$ cat config.mk
export PLATFORM = sky130hd
export DESIGN_NAME = countdown_controller
export DESIGN_NICKNAME = d
export VERILOG_FILES = /design/src/rtl/countdown_controller.sv
export SDC_FILE = /design/constraint.sdc
export NUM_CORES = 1
export LEC_CHECK = 0
export ABC_AREA = 1
export CAP_MARGIN = 20
export CORE_MARGIN = 4
export CORE_UTILIZATION = 50
export CTS_CLUSTER_DIAMETER = 30
export DETAILED_ROUTE_END_ITERATION = 10
export GPL_TIMING_DRIVEN = 0
export PLACE_DENSITY_LB_ADDON = 0.15
export SKIP_LAST_GASP = 1
export SLEW_MARGIN = 10
export SYNTH_ARGS = -nofsm -noshare
export SYNTH_HDL_FRONTEND = slang
export SYNTH_SLANG_ARGS = --single-unit
$ cat constraint.sdc
create_clock -name clk -period 4 [get_ports clk]
set_input_delay 0.4 -clock clk [delete_from_list [all_inputs] [get_ports clk]]
set_output_delay 0.4 -clock clk [all_outputs]
set_load 0.02 [all_outputs]
$ cat src/rtl/countdown_controller.sv
// -----------------------------------------------------------------------------
// countdown_controller
//
// Sequencing controller for the bomb countdown. Runs the arm/pause/defuse/
// explode state machine, keeps the remaining minutes:seconds, and drives the
// enable/clear controls of the external one-second timer.
//
// Ports
//   clk                  in   system clock, rising edge
//   async_nreset         in   active-low reset, sampled synchronously on clk
//   load                 in   latch preset_min/preset_sec (clamped, 00:00 ignored)
//   preset_min[6:0]      in   preset minutes, binary (clamped to 99)
//   preset_sec[5:0]      in   preset seconds, binary (clamped to 59)
//   arm                  in   start / resume the countdown
//   pause                in   freeze the countdown
//   defuse               in   stop the countdown as defused
//   second_elapsed       in   one-cycle strobe per second from the timer
//   half_second_elapsed  in   one-cycle strobe per half second from the timer
//   timer_enable         out  timer enable (ARMED only)
//   timer_clear          out  timer clear (IDLE, READY, DEFUSED, EXPLODED)
//   minutes[6:0]         out  remaining minutes, 0..99
//   seconds[5:0]         out  remaining seconds, 0..59
//   state[2:0]           out  current state code
//   blink                out  display blink control (registered)
//   defused              out  high in DEFUSED
//   exploded             out  high in EXPLODED
// -----------------------------------------------------------------------------
module countdown_controller (
    input  logic       clk,
    input  logic       async_nreset,
    input  logic       load,
    input  logic [6:0] preset_min,
    input  logic [5:0] preset_sec,
    input  logic       arm,
    input  logic       pause,
    input  logic       defuse,
    input  logic       second_elapsed,
    input  logic       half_second_elapsed,
    output logic       timer_enable,
    output logic       timer_clear,
    output logic [6:0] minutes,
    output logic [5:0] seconds,
    output logic [2:0] state,
    output logic       blink,
    output logic       defused,
    output logic       exploded
);

    typedef enum logic [2:0] {
        ST_IDLE     = 3'd0,
        ST_READY    = 3'd1,
        ST_ARMED    = 3'd2,
        ST_PAUSED   = 3'd3,
        ST_DEFUSED  = 3'd4,
        ST_EXPLODED = 3'd5
    } state_t;

    state_t     state_r;
    state_t     state_nxt_s;
    logic [6:0] min_r;
    logic [6:0] min_nxt_s;
    logic [5:0] sec_r;
    logic [5:0] sec_nxt_s;
    logic       blink_r;
    logic       blink_nxt_s;

    logic [6:0] clamp_min_s;
    logic [5:0] clamp_sec_s;
    logic       load_ok_s;
    logic       one_left_s;
    logic       low_time_s;

    function automatic logic [6:0] clamp_minutes(input logic [6:0] value);
        return (value > 7'd99) ? 7'd99 : value;
    endfunction

    function automatic logic [5:0] clamp_seconds(input logic [5:0] value);
        return (value > 6'd59) ? 6'd59 : value;
    endfunction

    assign clamp_min_s = clamp_minutes(preset_min);
    assign clamp_sec_s = clamp_seconds(preset_sec);
    // A load whose clamped preset is 00:00 is treated as if load were low.
    assign load_ok_s   = load && ((clamp_min_s != 7'd0) || (clamp_sec_s != 6'd0));
    assign one_left_s  = (min_r == 7'd0) && (sec_r == 6'd1);
    assign low_time_s  = (min_r == 7'd0) && (sec_r <= 6'd10);

    // Next-state, next-count and next-blink decode.
    always_comb begin
        state_nxt_s = state_r;
        min_nxt_s   = min_r;
        sec_nxt_s   = sec_r;
        blink_nxt_s = 1'b0;

        case (state_r)
            ST_IDLE, ST_DEFUSED, ST_EXPLODED: begin
                if (load_ok_s) begin
                    state_nxt_s = ST_READY;
                    min_nxt_s   = clamp_min_s;
                    sec_nxt_s   = clamp_sec_s;
                end else begin
                    state_nxt_s = state_r;
                end
            end
            ST_READY: begin
                if (load_ok_s) begin
                    min_nxt_s = clamp_min_s;
                    sec_nxt_s = clamp_sec_s;
                end else if (arm) begin
                    state_nxt_s = ST_ARMED;
                end else begin
                    state_nxt_s = ST_READY;
                end
            end
            ST_ARMED: begin
                if (defuse) begin
                    state_nxt_s = ST_DEFUSED;
                end else if (pause) begin
                    state_nxt_s = ST_PAUSED;
                end else if (second_elapsed) begin
                    if (one_left_s) begin
                        sec_nxt_s   = 6'd0;
                        state_nxt_s = ST_EXPLODED;
                    end else if (sec_r != 6'd0) begin
                        sec_nxt_s = sec_r - 6'd1;
                    end else if (min_r != 7'd0) begin
                        // Borrow a minute when the seconds field is empty.
                        sec_nxt_s = 6'd59;
                        min_nxt_s = min_r - 7'd1;
                    end else begin
                        sec_nxt_s = sec_r;
                    end
                end else begin
                    state_nxt_s = ST_ARMED;
                end
            end
            ST_PAUSED: begin
                if (defuse) begin
                    state_nxt_s = ST_DEFUSED;
                end else if (arm) begin
                    state_nxt_s = ST_ARMED;
                end else begin
                    state_nxt_s = ST_PAUSED;
                end
            end
            default: begin
                // Unused codes recover to IDLE.
                state_nxt_s = ST_IDLE;
            end
        endcase

        // Blink is decided from where the machine is heading so it is
        // already high on the edge that enters EXPLODED.
        if (state_nxt_s == ST_EXPLODED) begin
            blink_nxt_s = 1'b1;
        end else if ((state_r == ST_ARMED) && (state_nxt_s == ST_ARMED) && low_time_s) begin
            blink_nxt_s = blink_r ^ half_second_elapsed;
        end else begin
            blink_nxt_s = 1'b0;
        end
    end

    // State, count and blink registers with synchronous active-low reset.
    always_ff @(posedge clk) begin
        if (!async_nreset) begin
            state_r <= ST_IDLE;
            min_r   <= 7'd0;
            sec_r   <= 6'd0;
            blink_r <= 1'b0;
        end else begin
            state_r <= state_nxt_s;
            min_r   <= min_nxt_s;
            sec_r   <= sec_nxt_s;
            blink_r <= blink_nxt_s;
        end
    end

    assign minutes      = min_r;
    assign seconds      = sec_r;
    assign state        = state_r;
    assign blink        = blink_r;
    assign timer_enable = (state_r == ST_ARMED);
    assign timer_clear  = (state_r == ST_IDLE) || (state_r == ST_READY) ||
                          (state_r == ST_DEFUSED) || (state_r == ST_EXPLODED);
    assign defused      = (state_r == ST_DEFUSED);
    assign exploded     = (state_r == ST_EXPLODED);

endmodule

# Word-level counts from Yosys, hierarchy flattened
# Cells that the tools add are included.
word_totals:
  wordCells: 76
  register_bits: 17
  out_inout_bits: 21
op_classes:
  bitwise: 1
  magnitude_cmp: 3
  muxes: 30
  add_sub_neg: 2
  n_reduce_logical: 20
  n_eq_ne: 16
op_table:
  columns: ["op", "n"]
  rows:
  - ["two-way mux 7 bit", 8]
  - ["two-way mux 6 bit", 8]
  - ["two-way mux 3 bit", 7]
  - ["case mux 7 bit (2 select lines)", 1]
  - ["nonzero test 7 bit", 2]
  - ["case mux 3 bit (4 select lines)", 1]
  - ["case mux 6 bit (2 select lines)", 1]
  - ["nonzero test 6 bit", 2]
  - ["inequality test 2 bit (second input constant)", 5]
  - ["equality test 3 x 2 -> 1 bit (second input constant)", 3]
  - ["equality test 3 bit (second input constant)", 3]
  - ["AND reduction 8 bit", 1]
  - ["> comparator 7 bit (second input constant)", 1]
  - ["zero test 7 bit", 1]
  - ["subtractor 7 x 1 -> 7 bit (second input constant)", 1]
  - ["equality test 6 x 1 -> 1 bit (second input constant)", 1]
  - ["> comparator 6 bit (second input constant)", 1]
  - ["less-or-equal comparator 6 x 4 -> 1 bit (second input constant)", 1]
  - ["AND reduction 6 bit", 1]
  - ["subtractor 6 x 1 -> 6 bit (second input constant)", 1]
  - ["logical AND 1 bit", 5]
  - ["logical OR 1 bit", 4]
  - ["inequality test 2 x 1 -> 1 bit (second input constant)", 2]
  - ["inequality test 4 x 1 -> 1 bit (second input constant)", 1]
  - ["8 further kinds", 10]

# Depth between registers and ports, before layout
depth:
  ltp_word: 12
  ltp_mapped: 13
  mapped_depth_nobuf: 13

# Worst setup path after synthesis
# Ideal clock, no wire load.
synth_path:
  path_kind: "register -> register"
  startpoint: "reg min_r[0] (netlist: minutes[0])"
  endpoint: "reg blink_r (netlist: blink)"
  slack_ns: 2.401
  arrival_ns: 1.488
  synth_period_minus_slack_ns: 1.599
  stages_incl_launch_ff: 13
  setup_time_ns: 0.112
  path_cell_list: "dfxtp_1 -> inv_1 -> ha_1 -> inv_1 -> nor2_1 -> nand3_1 -> nor2_2 -> nand3_1 -> nand2_1 -> a21oi_1 -> nand2_1 -> nand2_1 -> nor2_1"
synth_between:
  elab_chain_cells: 12
  word_cells_on_any_way: 14
  classes_between: "eq/ne: 2; mux: 7; reduce/logical: 5"
synth_rtl:
  columns: ["element", "line", "source"]
  rows:
  - ["start, declared", "60", "logic [6:0] min_r;"]
  - ["start signal, assigned", "172", "min_r <= min_nxt_s;"]
  - ["zero test 7 bit (*)", "85, 86", null]
  - ["logical AND 1 bit", "85", "assign one_left_s = (min_r == 7'd0) && (sec_r == 6'd1);"]
  - ["two-way mux 3 bit", "121", "if (one_left_s) begin"]
  - ["two-way mux 3 bit", "120", "end else if (second_elapsed) begin"]
  - ["two-way mux 3 bit", "118", "end else if (pause) begin"]
  - ["two-way mux 3 bit", "116", "if (defuse) begin"]
  - ["case mux 3 bit (4 select lines)", "95", "case (state_r)"]
  - ["equality test 3 x 2 -> 1 bit", "156", "end else if ((state_r == ST_ARMED) && (state_nxt_s == ST_ARMED) && low_time_s) begin"]
  - ["logical AND 1 bit (2 in a row)", "156", null]
  - ["two-way mux 1 bit", "156", null]
  - ["two-way mux 1 bit (*)", "154", "if (state_nxt_s == ST_EXPLODED) begin"]
  - ["end signal, assigned", "174", "blink_r <= blink_nxt_s;"]
  - ["end, declared", "64", "logic blink_r;"]
# Every way passes the cells marked *; elsewhere a longest branch is shown, timed or not.
# A chain may end at the register's enable or synchronous reset.

# Worst setup path after layout
layout_path:
  startpoint: "reg state_r[1] (netlist: state[1])"
  endpoint: "out timer_enable"
layout_between:
  elab_chain_cells: 1
layout_rtl:
  columns: ["element", "line", "source"]
  rows:
  - ["start, declared", "58", "state_t state_r;"]
  - ["start signal, assigned", "171", "state_r <= state_nxt_s;"]
  - ["equality test 3 x 2 -> 1 bit", "182", "assign timer_enable = (state_r == ST_ARMED);"]
  - ["end, declared", "39", "output logic timer_enable,"]
# No other way between the ends.

==> results.md <==
* Yosys cell types at 30
* Tmin final at 2.37 ns
* Core region area at 2810 µm²
* Initial antenna violation count at 0
* Initial core utilization at 53.1%
* Max-slew violations at 0
* Largest net degree at the start of global routing at 11
* Hold wc startpoint: async_nreset
* Register bit total from synthesis at 17
* Critical path fanouts, max at 10
* Most common cell in the netlist: nand2_1
* H-tree Lvls at 1
* Hold EP: minutes[6]$_SDFFE_PN0P_
* IO Count at 42
* Hold depth at 3
* DR WL/cell at 12.4 µm
* DIE AREA at 3920 µm²
* Post-synth EDFFs at 0
* Peak VDD IR at 0.238 mV
* DR pass1 iterations at 4
* Mapped Avg Cell Area at 6.34 µm²
* Compound-Gate Fraction of Synth Area at 14.5%
* Row count at 19
* Die height at 62.6 µm
* CTS tree: done
* Post-Synth Adder-Cell Area at 5.04%
* R2r startpoint: seconds[0]$_SDFFE_PN0P_
* Post-Synth XOR/XNOR Area at 2.35%
* Clock group share of total power at 18.8%
* Seq pwr share at 38.5%
* Power per standard cell area at 267 nW/µm²
* Area leader, netlist: dfxtp_1
* Asr flop ratio synth at 0%
* RSZ-0062 raised after global routing: false
* Max Buffers Root-to-Sink at 2
* Number of fillers in the final layout at 252
* Share of cells above drive strength 1 at 11.5%
* Setup crit end kind: primary output
* Port buffer count at 40
* Final hold vios at 0
* Fmax at 0.422 GHz
* Yosys synthesis warning count at 0
* Arrival time at the worst endpoint at 1.97 ns
* HP Class: in2reg
* Post-Syn Instances at 235
* Synth-to-Final Area Change at 31.3%
* Vias in the first global route at 1424
* Number of vias per cell at 5.25
* Total GRT Usage at 20.2%
* P_int at 319 µW
* Critical Path RT at 3.60 ns
* Worst-Margin Slew at 0.450 ns
* Final Cycle Share at 59.3%
* Worst Skew at 0.000820 ns
* Mux contribution to synthesized area at 0%
* Post-CTS setup buffers at 0
* Die X at 62.6 µm
* Worst skew pair latency at 0.30 ns
* Initial DRC count at 116
* Post-CTS Hold Buffers at 0
* Capturing point of the worst reg2reg path: minutes[0]$_SDFFE_PN0P_
* Status: finished clean
* Routability cong. at 0.892
* Grt ovf at 0
* First-pass GRT wire length at 6600 µm
* Setup ws final at 1.63 ns
* Post-DP HPWL at 3010 µm
* Final nets at 307
* Synth top area cells: dfxtp_1 23%, nand2_1 15%, nor2_1 9.6%
* Critical path class: reg2out
* Setup TNS at 0 ns
* Synth Cell Area at 1490 µm²
* Share of the synthesized area in the top cell type at 22.9%
* Final wirelength at 3830 µm
* Root Driver: clkbuf_4
* Leakage at 0.879 nW
* Antenna Violating Nets Remaining at 0
* Switch share at 38.9%
* Vias at 1629
* Max Cap Viol at 0
* Combinational power share at 42.7%
* Depth of the most critical reg-to-reg path at 8
* Remaining DRCs at 0
* Slack of the worst reg-to-reg path at 2.24 ns
* Final setup vio count at 0
* Sink Count at 17
* PostCTS Resize Cnt at 0
* Slew headroom at 70.0%
* Clock transition at path regs at 0.10 ns
* Switching power at 203 µW
* Setup WS pre-CTS at 1.92 ns
* Most instantiated cells after synthesis: 58 x nand2_1, 38 x nor2_1, 24 x inv_1
* Post-Synthesis Net Count at 262
* # diodes at 0
* Total CTS buffers at 3
* Largest family of logic cells by synthesized area: simple AND/OR/NAND/NOR gates
* Startpoint Class: flop
* Predominant post-synthesis flop cell: dfxtp_1
* Seq/Total Area, Yosys at 22.9%
* Post-synthesis simple-gate area fraction at 45.2%
## cell usage in the layout (no fill, tap or decap), types with 5 or more instances in the layout
master           instances
nand2_1                 58
clkdlybuf4s50_1         40
nor2_1                  38
inv_1                   24
nand3_1                 22
a21oi_1                 17
dfxtp_1                 17
o21ai_0                  7
ha_1                     6
nand2_4                  5
o21ai_2                  5
## routing by layer
metal  vias up  wire length [µm]  share of wire [%]  GRT usage, %
met2        63              1780                 47          32.0
met1       715              1740                 45          27.9
li1        847                 -                  -             -
met4         0                42                1.1          3.31
met3         4               265                6.9          5.04
met5         -                 0                  0             0
## critical path: stages (launching register included)
cell and delay, ns:
dfxtp_1 0.47, inv_2 0.08, nor2_4 0.14, nand2_4 0.12
inv_6 0.11, buf_8 0.14, clkdlybuf4s50_1 0.60
## flip-flops by register name, summed over array words and instances, names as in the netlist
register  count
minutes       7
seconds       6
state         3
blink         1
## per-stage QoR
step	power (mW)	util, %	cell area, µm²	hold WS, ns	std cells
2_1_floorplan	0.350	-	1490	0.561	235
3_3_place_gp	0.424	68.7	1930	0.500	306
3_5_place_dp	0.427	68.7	1930	0.507	306
4_1_cts	0.529	69.7	1950	0.493	310
5_1_grt	0.559	69.7	1950	0.544	310
6_report	0.522	69.7	1950	0.501	310
## final cells by class
class                      count  area, µm²  share of cell area [%]
clock buffer                   4       26.3                    1.34
inverter                      28        111                    5.70
tap                           31       38.8                    1.98
buffer                         4       38.8                    1.98
timing repair buffer          40        400                    20.5
sequential                    17        340                    17.4
multi-input combinational    186        998                    51.1
## kinds of logic after synthesis
family,count (synthesis)
AOI/OAI and AO/OA,35
xor gates and xnor gates,4
adders and majority gates,6
buffers and inverters,32
DFF,17
and+or+nand+nor,141
## power groups by stage
| stage | registers (mW) | logic [mW] | clock network [mW] |
|---|---|---|---|
| global placement | 0.204 | 0.220 | 0 |
| global route | 0.204 | 0.247 | 0.108 |
| CTS | 0.201 | 0.223 | 0.105 |
| finish | 0.201 | 0.223 | 0.0981 |
| floorplan | 0.219 | 0.131 | 0 |
| detailed placement | 0.205 | 0.222 | 0 |
## how the worst max path moves through the flow
stage                            start                       to  cells after the start
6_report           state[1]$_SDFF_PN0_             timer_enable                      6
4_1_cts            state[1]$_SDFF_PN0_             timer_enable                      6
5_1_grt            state[1]$_SDFF_PN0_             timer_enable                      6
3_3_place_gp             preset_sec[5]  minutes[1]$_SDFFE_PN0P_                     11
2_1_floorplan  minutes[0]$_SDFFE_PN0P_         blink$_SDFF_PN0_                     12
3_5_place_dp             preset_sec[5]  minutes[1]$_SDFFE_PN0P_                     11
Note: power is estimated with default switching activity, not from simulation.
